$ cat config.mk
export PLATFORM = sky130hd
export DESIGN_NAME = pkt_out_read
export DESIGN_NICKNAME = d
export VERILOG_FILES = /design/src/rtl/pkt_out_read_pkg.sv /design/src/rtl/pkt_out_read_addr_fifo.sv /design/src/rtl/pkt_out_read.sv
export SDC_FILE = /design/constraint.sdc
export NUM_CORES = 1
export LEC_CHECK = 0
export ABC_CLOCK_PERIOD_IN_PS = 5900
export CAP_MARGIN = 20
export CORE_MARGIN = 3
export CORE_UTILIZATION = 35
export CTS_CLUSTER_DIAMETER = 50
export CTS_CLUSTER_SIZE = 20
export DETAILED_ROUTE_END_ITERATION = 7
export GPL_ROUTABILITY_DRIVEN = 0
export GPL_TIMING_DRIVEN = 1
export SYNTH_ARGS = -nofsm -noshare
export SYNTH_HDL_FRONTEND = slang
export SYNTH_SLANG_ARGS = --single-unit
$ cat constraint.sdc
create_clock -name clk -period 5.9 [get_ports clk]
set_clock_uncertainty 0.2 [all_clocks]
set_input_delay 1.18 -clock clk [delete_from_list [all_inputs] [get_ports clk]]
set_output_delay 1.18 -clock clk [all_outputs]
set_load 0.1 [all_outputs]
$ cat src/rtl/pkt_out_read_pkg.sv
// pkt_out_read_pkg: shared word-format, geometry and FSM definitions for the egress reader
package pkt_out_read_pkg;
    localparam int DATA_W    = 139;
    localparam int TYPE_HI   = 138;
    localparam int TYPE_LO   = 136;
    localparam int INV_HI    = 135;
    localparam int INV_LO    = 132;
    localparam int PAY_HI    = 127;
    localparam int PAY_LO    = 0;
    localparam int BUF_IDX_W = 4;
    localparam int OFFSET_W  = 7;
    localparam int HANDLE_W  = BUF_IDX_W + 1;
    localparam int RAM_AW    = BUF_IDX_W + OFFSET_W;
    localparam int CNT_W     = 16;

    localparam logic [2:0] TYPE_HEAD = 3'b101;
    localparam logic [2:0] TYPE_MID  = 3'b100;
    localparam logic [2:0] TYPE_TAIL = 3'b110;

    typedef enum logic [1:0] {IDLE, READ, WAIT, RECYCLE} state_t;

    function automatic logic [CNT_W-1:0] sat_inc(input logic [CNT_W-1:0] v);
        return (&v) ? v : v + 1'b1;
    endfunction
endpackage

$ cat src/rtl/pkt_out_read_addr_fifo.sv
// pkt_addr_fifo: first-word-fall-through handle queue; pushes into a full queue are dropped and flagged
module pkt_addr_fifo
    import pkt_out_read_pkg::*;
#(
    parameter int DEPTH = 32
) (
    input  logic                clk,
    input  logic                reset,
    input  logic [HANDLE_W-1:0] din,
    input  logic                push,
    input  logic                pop,
    output logic [HANDLE_W-1:0] dout,
    output logic                full,
    output logic                empty,
    output logic                overflow
);
    localparam int AW = $clog2(DEPTH);
    localparam int CW = AW + 1;

    logic [HANDLE_W-1:0] mem [DEPTH];
    logic [AW-1:0]       wr_ptr;
    logic [AW-1:0]       rd_ptr;
    logic [CW-1:0]       cnt;
    logic                do_push;
    logic                do_pop;

    always_comb begin
        full    = cnt == CW'(DEPTH);
        empty   = cnt == '0;
        do_push = push && !full;
        do_pop  = pop && !empty;
        dout    = mem[rd_ptr];
    end

    always_ff @(posedge clk) begin
        if (do_push) mem[wr_ptr] <= din;
        if (reset) begin
            wr_ptr   <= '0;
            rd_ptr   <= '0;
            cnt      <= '0;
            overflow <= 1'b0;
        end else begin
            wr_ptr <= wr_ptr + AW'(do_push);
            rd_ptr <= rd_ptr + AW'(do_pop);
            cnt    <= cnt + CW'(do_push) - CW'(do_pop);
            if (push && full) overflow <= 1'b1;
        end
    end
endmodule

$ cat src/rtl/pkt_out_read.sv
// pkt_out_read: dequeues buffer handles, streams the buffer's words from cut/no-cut RAM to egress, then frees the buffer
module pkt_out_read
    import pkt_out_read_pkg::*;
#(
    parameter int         ADDR_FIFO_DEPTH = 32,
    parameter logic [7:0] FULL_THRESH     = 8'd240,
    parameter int         MAX_WORDS       = 128
) (
    input  logic                 clk,
    input  logic                 reset,
    input  logic [HANDLE_W-1:0]  pkt_addr,
    input  logic                 pkt_addr_wr,
    output logic [RAM_AW-1:0]    ram_rd_addr,
    output logic                 ram_rd,
    input  logic [DATA_W-1:0]    ram_data_q,
    output logic [RAM_AW-1:0]    nocut_pkt_ram_rd_addr,
    output logic                 nocut_pkt_ram_rd,
    input  logic [DATA_W-1:0]    nocut_pkt_ram_data_q,
    output logic [BUF_IDX_W-1:0] pkt_out_recycle_addr,
    output logic                 pkt_out_recycle_addr_wr,
    output logic [BUF_IDX_W-1:0] nocutpkt_out_recycle_addr,
    output logic                 nocutpkt_out_recycle_addr_wr,
    output logic [DATA_W-1:0]    pkt_out_data,
    output logic                 pkt_out_valid,
    input  logic [7:0]           pkt_out_usedw,
    output logic                 addr_fifo_overflow,
    output logic [CNT_W-1:0]     trunc_cnt,
    output logic [CNT_W-1:0]     head_err_cnt
);
    localparam logic [OFFSET_W-1:0] LAST_OFF = OFFSET_W'(MAX_WORDS - 1);

    state_t                state, state_nx;
    logic                  sel;
    logic [BUF_IDX_W-1:0]  buf_idx;
    logic [OFFSET_W-1:0]   offset;
    logic                  done, first, rd_d, last_d;
    logic [HANDLE_W-1:0]   head;
    logic                  full, empty, pop, stall, rd, ret, ret_tail, ret_last, recycle;
    logic [DATA_W-1:0]     ret_word;

    pkt_addr_fifo #(.DEPTH(ADDR_FIFO_DEPTH)) u_fifo (
        .clk      (clk),
        .reset    (reset),
        .din      (pkt_addr),
        .push     (pkt_addr_wr),
        .pop      (pop),
        .dout     (head),
        .full     (full),
        .empty    (empty),
        .overflow (addr_fifo_overflow)
    );

    // A returning tail kills the read of the same cycle, so nothing beyond the tail is fetched
    always_comb begin
        stall    = pkt_out_usedw >= FULL_THRESH;
        ret_word = sel ? ram_data_q : nocut_pkt_ram_data_q;
        ret      = state == READ && rd_d;
        ret_tail = ret && ret_word[TYPE_HI:TYPE_LO] == TYPE_TAIL;
        ret_last = ret && last_d;
        rd       = state == READ && !stall && !done && !ret_tail;
        pop      = state == IDLE && !empty && !stall;
        recycle  = state == RECYCLE;
        state_nx = state == IDLE ? (pop ? READ : IDLE) :
                   state == READ ? ((ret_tail || ret_last) ? WAIT : READ) :
                   state == WAIT ? RECYCLE : IDLE;
    end

    assign ram_rd                       = rd && sel;
    assign nocut_pkt_ram_rd             = rd && !sel;
    assign ram_rd_addr                  = sel ? {buf_idx, offset} : '0;
    assign nocut_pkt_ram_rd_addr        = sel ? '0 : {buf_idx, offset};
    assign pkt_out_recycle_addr_wr      = recycle && sel;
    assign nocutpkt_out_recycle_addr_wr = recycle && !sel;
    assign pkt_out_recycle_addr         = (recycle && sel) ? buf_idx : '0;
    assign nocutpkt_out_recycle_addr    = (recycle && !sel) ? buf_idx : '0;

    always_ff @(posedge clk) begin
        if (reset) begin
            state         <= IDLE;
            sel           <= 1'b0;
            buf_idx       <= '0;
            offset        <= '0;
            done          <= 1'b0;
            first         <= 1'b0;
            rd_d          <= 1'b0;
            last_d        <= 1'b0;
            pkt_out_data  <= '0;
            pkt_out_valid <= 1'b0;
            trunc_cnt     <= '0;
            head_err_cnt  <= '0;
        end else begin
            state         <= state_nx;
            rd_d          <= rd;
            last_d        <= rd && offset == LAST_OFF;
            pkt_out_valid <= ret;
            if (ret) pkt_out_data <= ret_last ? {TYPE_TAIL, ret_word[INV_HI:0]} : ret_word;
            if (pop) begin
                sel     <= head[HANDLE_W-1];
                buf_idx <= head[BUF_IDX_W-1:0];
                offset  <= '0;
                done    <= 1'b0;
                first   <= 1'b1;
            end else if (rd) begin
                offset <= offset + 1'b1;
                if (offset == LAST_OFF) done <= 1'b1;
            end
            if (ret) first <= 1'b0;
            if (ret && first && ret_word[TYPE_HI:TYPE_LO] != TYPE_HEAD) head_err_cnt <= sat_inc(head_err_cnt);
            if (ret_last && !ret_tail) trunc_cnt <= sat_inc(trunc_cnt);
        end
    end
endmodule

Word level (Yosys, flattened, before mapping)
Memory sizes are Yosys's and may differ from the RTL's. A register that Yosys moved wholly into a read port is not among the register bits.
Index checks and enable logic that the tools add are counted.

cells by class
  bitwise gates (word level) = 2
  add/sub/neg operators = 7
  order comparisons = 1
  equality and inequality tests = 7
  multiplexer cells = 13
  reduce and logical (&&, ||, !) cells = 35

operator list
  kind                                                                    count
  139-bit 2-to-1 mux                                                      2
  16-bit by 1-bit adder with 16-bit output (second input constant)        2
  16-bit AND reduction                                                    2
  11-bit 2-to-1 mux                                                       2
  1-bit logical AND                                                       19
  5-bit by 1-bit adder with 5-bit output                                  2
  8-bit greater-or-equal comparator (second input constant)               1
  2-bit 2-to-1 mux                                                        4
  4-bit 2-to-1 mux                                                        2
  7-bit by 1-bit adder with 7-bit output (second input constant)          1
  7-bit equality test (second input constant)                             1
  6-bit by 1-bit adder with 6-bit output                                  1
  6-bit equality test (second input constant)                             1
  1-bit zero test                                                         6
  6-bit zero test                                                         1
  2-bit AND reduction                                                     3
  6-bit by 1-bit subtractor with 6-bit output                             1
  2-bit equality test (second input constant)                             2
  2-bit OR reduction                                                      2
  3-bit equality test (second input constant)                             1
  1-bit 2-to-1 mux                                                        3
  3-bit != test (second input constant)                                   1
  2-bit by 1-bit equality test with 1-bit output (second input constant)  1
  2-bit zero test                                                         1
  2 further kinds                                                         3

storage, ports and cells
  bits in writable memories = 160
  memories kept = 1
  output and inout bits = 207
  word-level logic and storage cells = 80
  register bits after elaboration = 202
  input bits = 294

memories
  memory      depth  width  rd ports  clocked after memory_dff  wr ports  line                          source
  u_fifo.mem  32     5      1         1                         1         pkt_out_read_addr_fifo.sv:20  logic [HANDLE_W-1:0] mem [DEPTH];

Longest topological paths before layout
  word-level depth = 7
  depth in mapped cells = 13
  gate-level depth less buffers = 13

Modules after synthesis
From an unflattened synthesis, not the netlist that was laid out.

second synthesis, totals
  cell total of the unflattened synthesis = 1409
  area, all modules = 16171.8 µm²

by module, submodules not included
  module         cells an instance  sequential area each (µm²)  times used  area an instance (µm²)
  pkt_out_read   968                3803.6                      1           8877.3
  pkt_addr_fifo  441                5144.9                      1           7294.5

Least setup slack after synthesis
OpenSTA, ideal clock, no wires.

  path kind = in2out
  from = input port pkt_out_usedw[7]
  to = output port nocut_pkt_ram_rd
  slack = 1202 ps
  data arrival time = 3318 ps
  required time = 4520 ps
  buffers on the path = 0
  stages on the path = 4
  path through = a41o_1 > nor3b_1 > nand2_1 > nor2_1

between the ends
  word-level cells in the longest chain between the ends = 6

RTL lines
  what                               line                source
  start: declaration                 pkt_out_read.sv:25  input logic [7:0] pkt_out_usedw,
  8-bit greater-or-equal comparator  pkt_out_read.sv:55  stall = pkt_out_usedw >= FULL_THRESH;
  1-bit zero test                    pkt_out_read.sv:60  rd = state == READ && !stall && !done && !ret_tail;
  1-bit logical AND (3 in a row)     pkt_out_read.sv:60
  1-bit logical AND                  pkt_out_read.sv:69  assign nocut_pkt_ram_rd = rd && !sel;
  end: declaration                   pkt_out_read.sv:17  output logic nocut_pkt_ram_rd,

Every way passes these cells.

Final worst setup path
Same ends and word-level chain as after synthesis.

==> summary.txt <==
Clock tree
  – TritonCTS clock tree: built
  – Clock Sinks: 367
  – Post-CTS setup buffer count: 0
  – H-tree Lvls: 2
  – Post-CTS Resized: 0
  – Post-CTS Hold Fix Bufs: 0
  – CTS Buffer Depth: 3
  – Worst-skew pair later-pin latency: 0.57 ns
  – TritonCTS Buffers: 43
  – Clk slew on worst S/H paths: 0.07 ns
  – Root Buffer: clkbuf_16

Floorplan
  – FP Rows: 77
  – DIE WIDTH: 218 microns
  – Initial Util: 35.5%
  – Core area: 44400 sq um
  – Die Area: 47700 sq um
  – I/O pins: 501
  – Die Span Y: 218 microns

Drt
  – Final wirelength: 57100 microns
  – Initial DRC Count: 901
  – DRT Pass-1 Iters: 5
  – Vias: 12382
  – Via density: 5.09
  – WL per Instance: 23.5 microns
  – Routed Antenna Nets: 0
  – # DRC: 0

STA
  – Setup TNS: 0 ns
  – RSZ-0062 raised after global routing: false
  – Crit path time final: 4.55 ns
  – Final Cycle Share: 77.1%
  – Final setup fails: 0
  – Worst slew margin: 22.6%
  – Hold WS: 0.280 ns
  – Worst-margin pin slew: 1.16 ns
  – Hold Fails Final Rpt: 0
  – Max-slew violations: 0
  – Fmax: 0.220 GHz
  – Setup ws final: 1.35 ns

Synth
  – Mapped Avg Cell Area: 11.8 sq um
  – Mux cell area share after synthesis: 15.6%
  – EDFF count, synth: 160
  – Sequential area share after synthesis: 56.7%
  – Adder-cell share of the synthesized area: 1.40%
  – Synth Flop Type: dfxtp_1
  – Largest family of logic cells by synthesized area: multiplexers
  – Unique cell type count in the Yosys netlist: 66
  – Synth Warn #: 0
  – Post-Syn Area: 15800 sq um
  – Synth Register Bits: 367
  – Area leader, netlist: edfxtp_1
  – Top cells by area, synth: edfxtp_1, dfxtp_1, mux2i_1, a211oi_1, nor2_1
  – Simple-gate area share of the yosys netlist: 11.7%
  – Xor-xnor portion of the synthesized cell area: 0.944%
  – Top cell type's share of synthesized area: 30.4%
  – Asr flop ratio synth: 0%
  – Syn nets: 1649
  – Post-synthesis cell count: 1338
  – Compound-Gate Fraction of Synth Area: 10.7%

Worst hold path
  – Hold path endpoint: done$_SDFFE_PP0P_
  – HP Start: done$_SDFFE_PP0P_
  – Hold Crit Class: register to register
  – Hold depth: 1

Global route
  – Initial antenna violation count: 17
  – GRT overflow: 0
  – Global-route wire length before repair: 80100 microns
  – Largest net degree at the start of global routing: 241
  – Vias in the first global route: 11855
  – GRT Total Usage: 23.0%

Critical path
  – Worst path required time: 4.52 ns
  – CP Capture Type: output port
  – Worst setup SP type: input pin
  – Setup slack, reg-to-reg: 2.68 ns
  – CP max FO: 6
  – Buf+Inv Stages, Crit Path: 2
  – FF-to-FF Start: sel$_SDFFE_PP0P_
  – WP data arrival: 3.17 ns
  – CP Cell Sequence: clkdlybuf4s50_1 -> a41o_1 -> nor3b_1 -> nand2_1 -> nor2_1 -> buf_4
  – Slowest-stage cell, CP: nor3b_1
  – Crit path max-delay family: simple AND/OR/NAND/NOR gates
  – FF-to-FF path depth: 4
  – Reg-to-reg critical path endpoint: pkt_out_data[18]$_SDFFE_PP0P_
  – Crit path largest cell delay: 0.56 ns
  – Setup CP Type: input pin to output port

Power
  – Leak: 7.48 nW
  – VDD IR max: 0.000288 V
  – Power Density: 392 nW/um^2

Final layout
  – Share of layout cells above drive strength 1: 9.08%
  – Layout Cells excl Fill: 2433
  – Area grow syn2layout: 44.9%
  – Post-layout util: 51.5%
  – Layout net count: 2106

Flow run
  – # Max-Cap Violations: 0

Placement
  – DP Cell Count: 2339
  – Dpl hpwl: 42700 microns
  – Port Buffers: 496
  – DP Worst Slack: 1.38 ns

Run status
  – Status: complete, no violations
cells in the final DEF (no fill, tap or decap), types with 9 or more instances in the layout:
master / count
mux4_2: 30
mux2i_1: 150
a21oi_1: 36
ha_1: 16
nand4_1: 12
clkdlybuf4s50_1: 493
nor3_1: 10
or3_1: 12
or4_1: 10
inv_1: 16
o31ai_1: 12
diode_2: 12
and2_1: 22
o21ai_0: 19
edfxtp_1: 160
mux2_2: 22
nand2_1: 17
nand3_1: 25
nor2b_1: 22
clkbuf_16: 45
a211oi_1: 137
nor2_1: 210
xor2_1: 9
dfxtp_1: 204
report_power, final:
group	total (mW)	switching, mW	internal (mW)
clock network	2.92	1.26	1.66
registers	3.06	0.233	2.83
logic	2.97	1.88	1.09
per-layer routing:
layer	vias to the layer above	routed length (microns)	GRT usage, %
li1	5966	-	-
met1	5937	23300	28.6
met2	374	27900	37.6
met3	97	4160	6.41
met4	8	1780	9.57
met5	-	59	0
metrics by stage:
stage               cell area [sq um]  power [mW]
finish                          22900        8.95
global route                    22900        9.33
CTS                             22800        9.05
detailed placement              21200        6.09
global placement                21200        6.07
floorplan                       15800        5.22
final cells by class:
type	instances	area, sq um
inverter	18	67.6
tap	592	741
antenna	12	30.0
clock inverter	33	453
clock buffer	46	1140
sequential	367	8950
multi-input combinational	857	6370
fill	3952	21600
timing repair buffer	508	5110
synth_stat cells, types with 4 or more instances:
master    count
edfxtp_1    160
clkbuf_1     74
nand2_1      17
or4_1        10
o31ai_1      12
a21oi_1      36
xnor2_1       8
a211oi_1    137
ha_1         16
o21ai_0      19
nor2b_1      22
nand3_1      25
inv_1        16
xor2_1        9
nor3_1       10
buf_1        10
o21a_1        4
mux2_2       22
mux4_2       30
nand4_1      12
nand3b_1      7
and2_1       22
nor2_1      210
a32o_1        5
or3_1        12
mux2i_1     150
buf_2         8
dfxtp_1     207
o211ai_1      6
logic make-up after synthesis:
group | after synthesis
fa+ha+maj | 17
simple gates | 379
xor+xnor | 17
compound gates | 239
flops | 367
mux | 205
buf+inv | 114
flip-flops by register name, summed over array words and instances, names as in the netlist, 2 cells and up:
| signal | flops |
|---|---|
| pkt_out_data | 139 |
| u_fifo.wr_ptr | 5 |
| u_fifo.mem | 160 |
| trunc_cnt | 16 |
| buf_idx | 4 |
| offset | 7 |
| u_fifo.cnt | 6 |
| head_err_cnt | 16 |
| state | 2 |
| u_fifo.rd_ptr | 5 |
how the worst max path moves through the flow:
stage / start / end / cells after the start
2_1_floorplan: pkt_out_usedw[7] / nocut_pkt_ram_rd / 4
3_3_place_gp: pkt_out_usedw[7] / nocut_pkt_ram_rd / 6
4_1_cts: pkt_out_usedw[7] / nocut_pkt_ram_rd / 6
3_5_place_dp: pkt_out_usedw[7] / nocut_pkt_ram_rd / 6
5_1_grt: pkt_out_usedw[7] / nocut_pkt_ram_rd / 6
6_report: pkt_out_usedw[7] / nocut_pkt_ram_rd / 6
worst reg2reg max path, delay by kind of cell, from the launching register on:
| family | cells | cell delay, ns |
|---|---|---|
| DFF | 1 | 0.76 |
| muxes | 1 | 0.42 |
| AOI/OAI and AO/OA | 1 | 0.12 |
| buffers and inverters | 2 | 1.54 |
(Power assumes the default switching activity.)
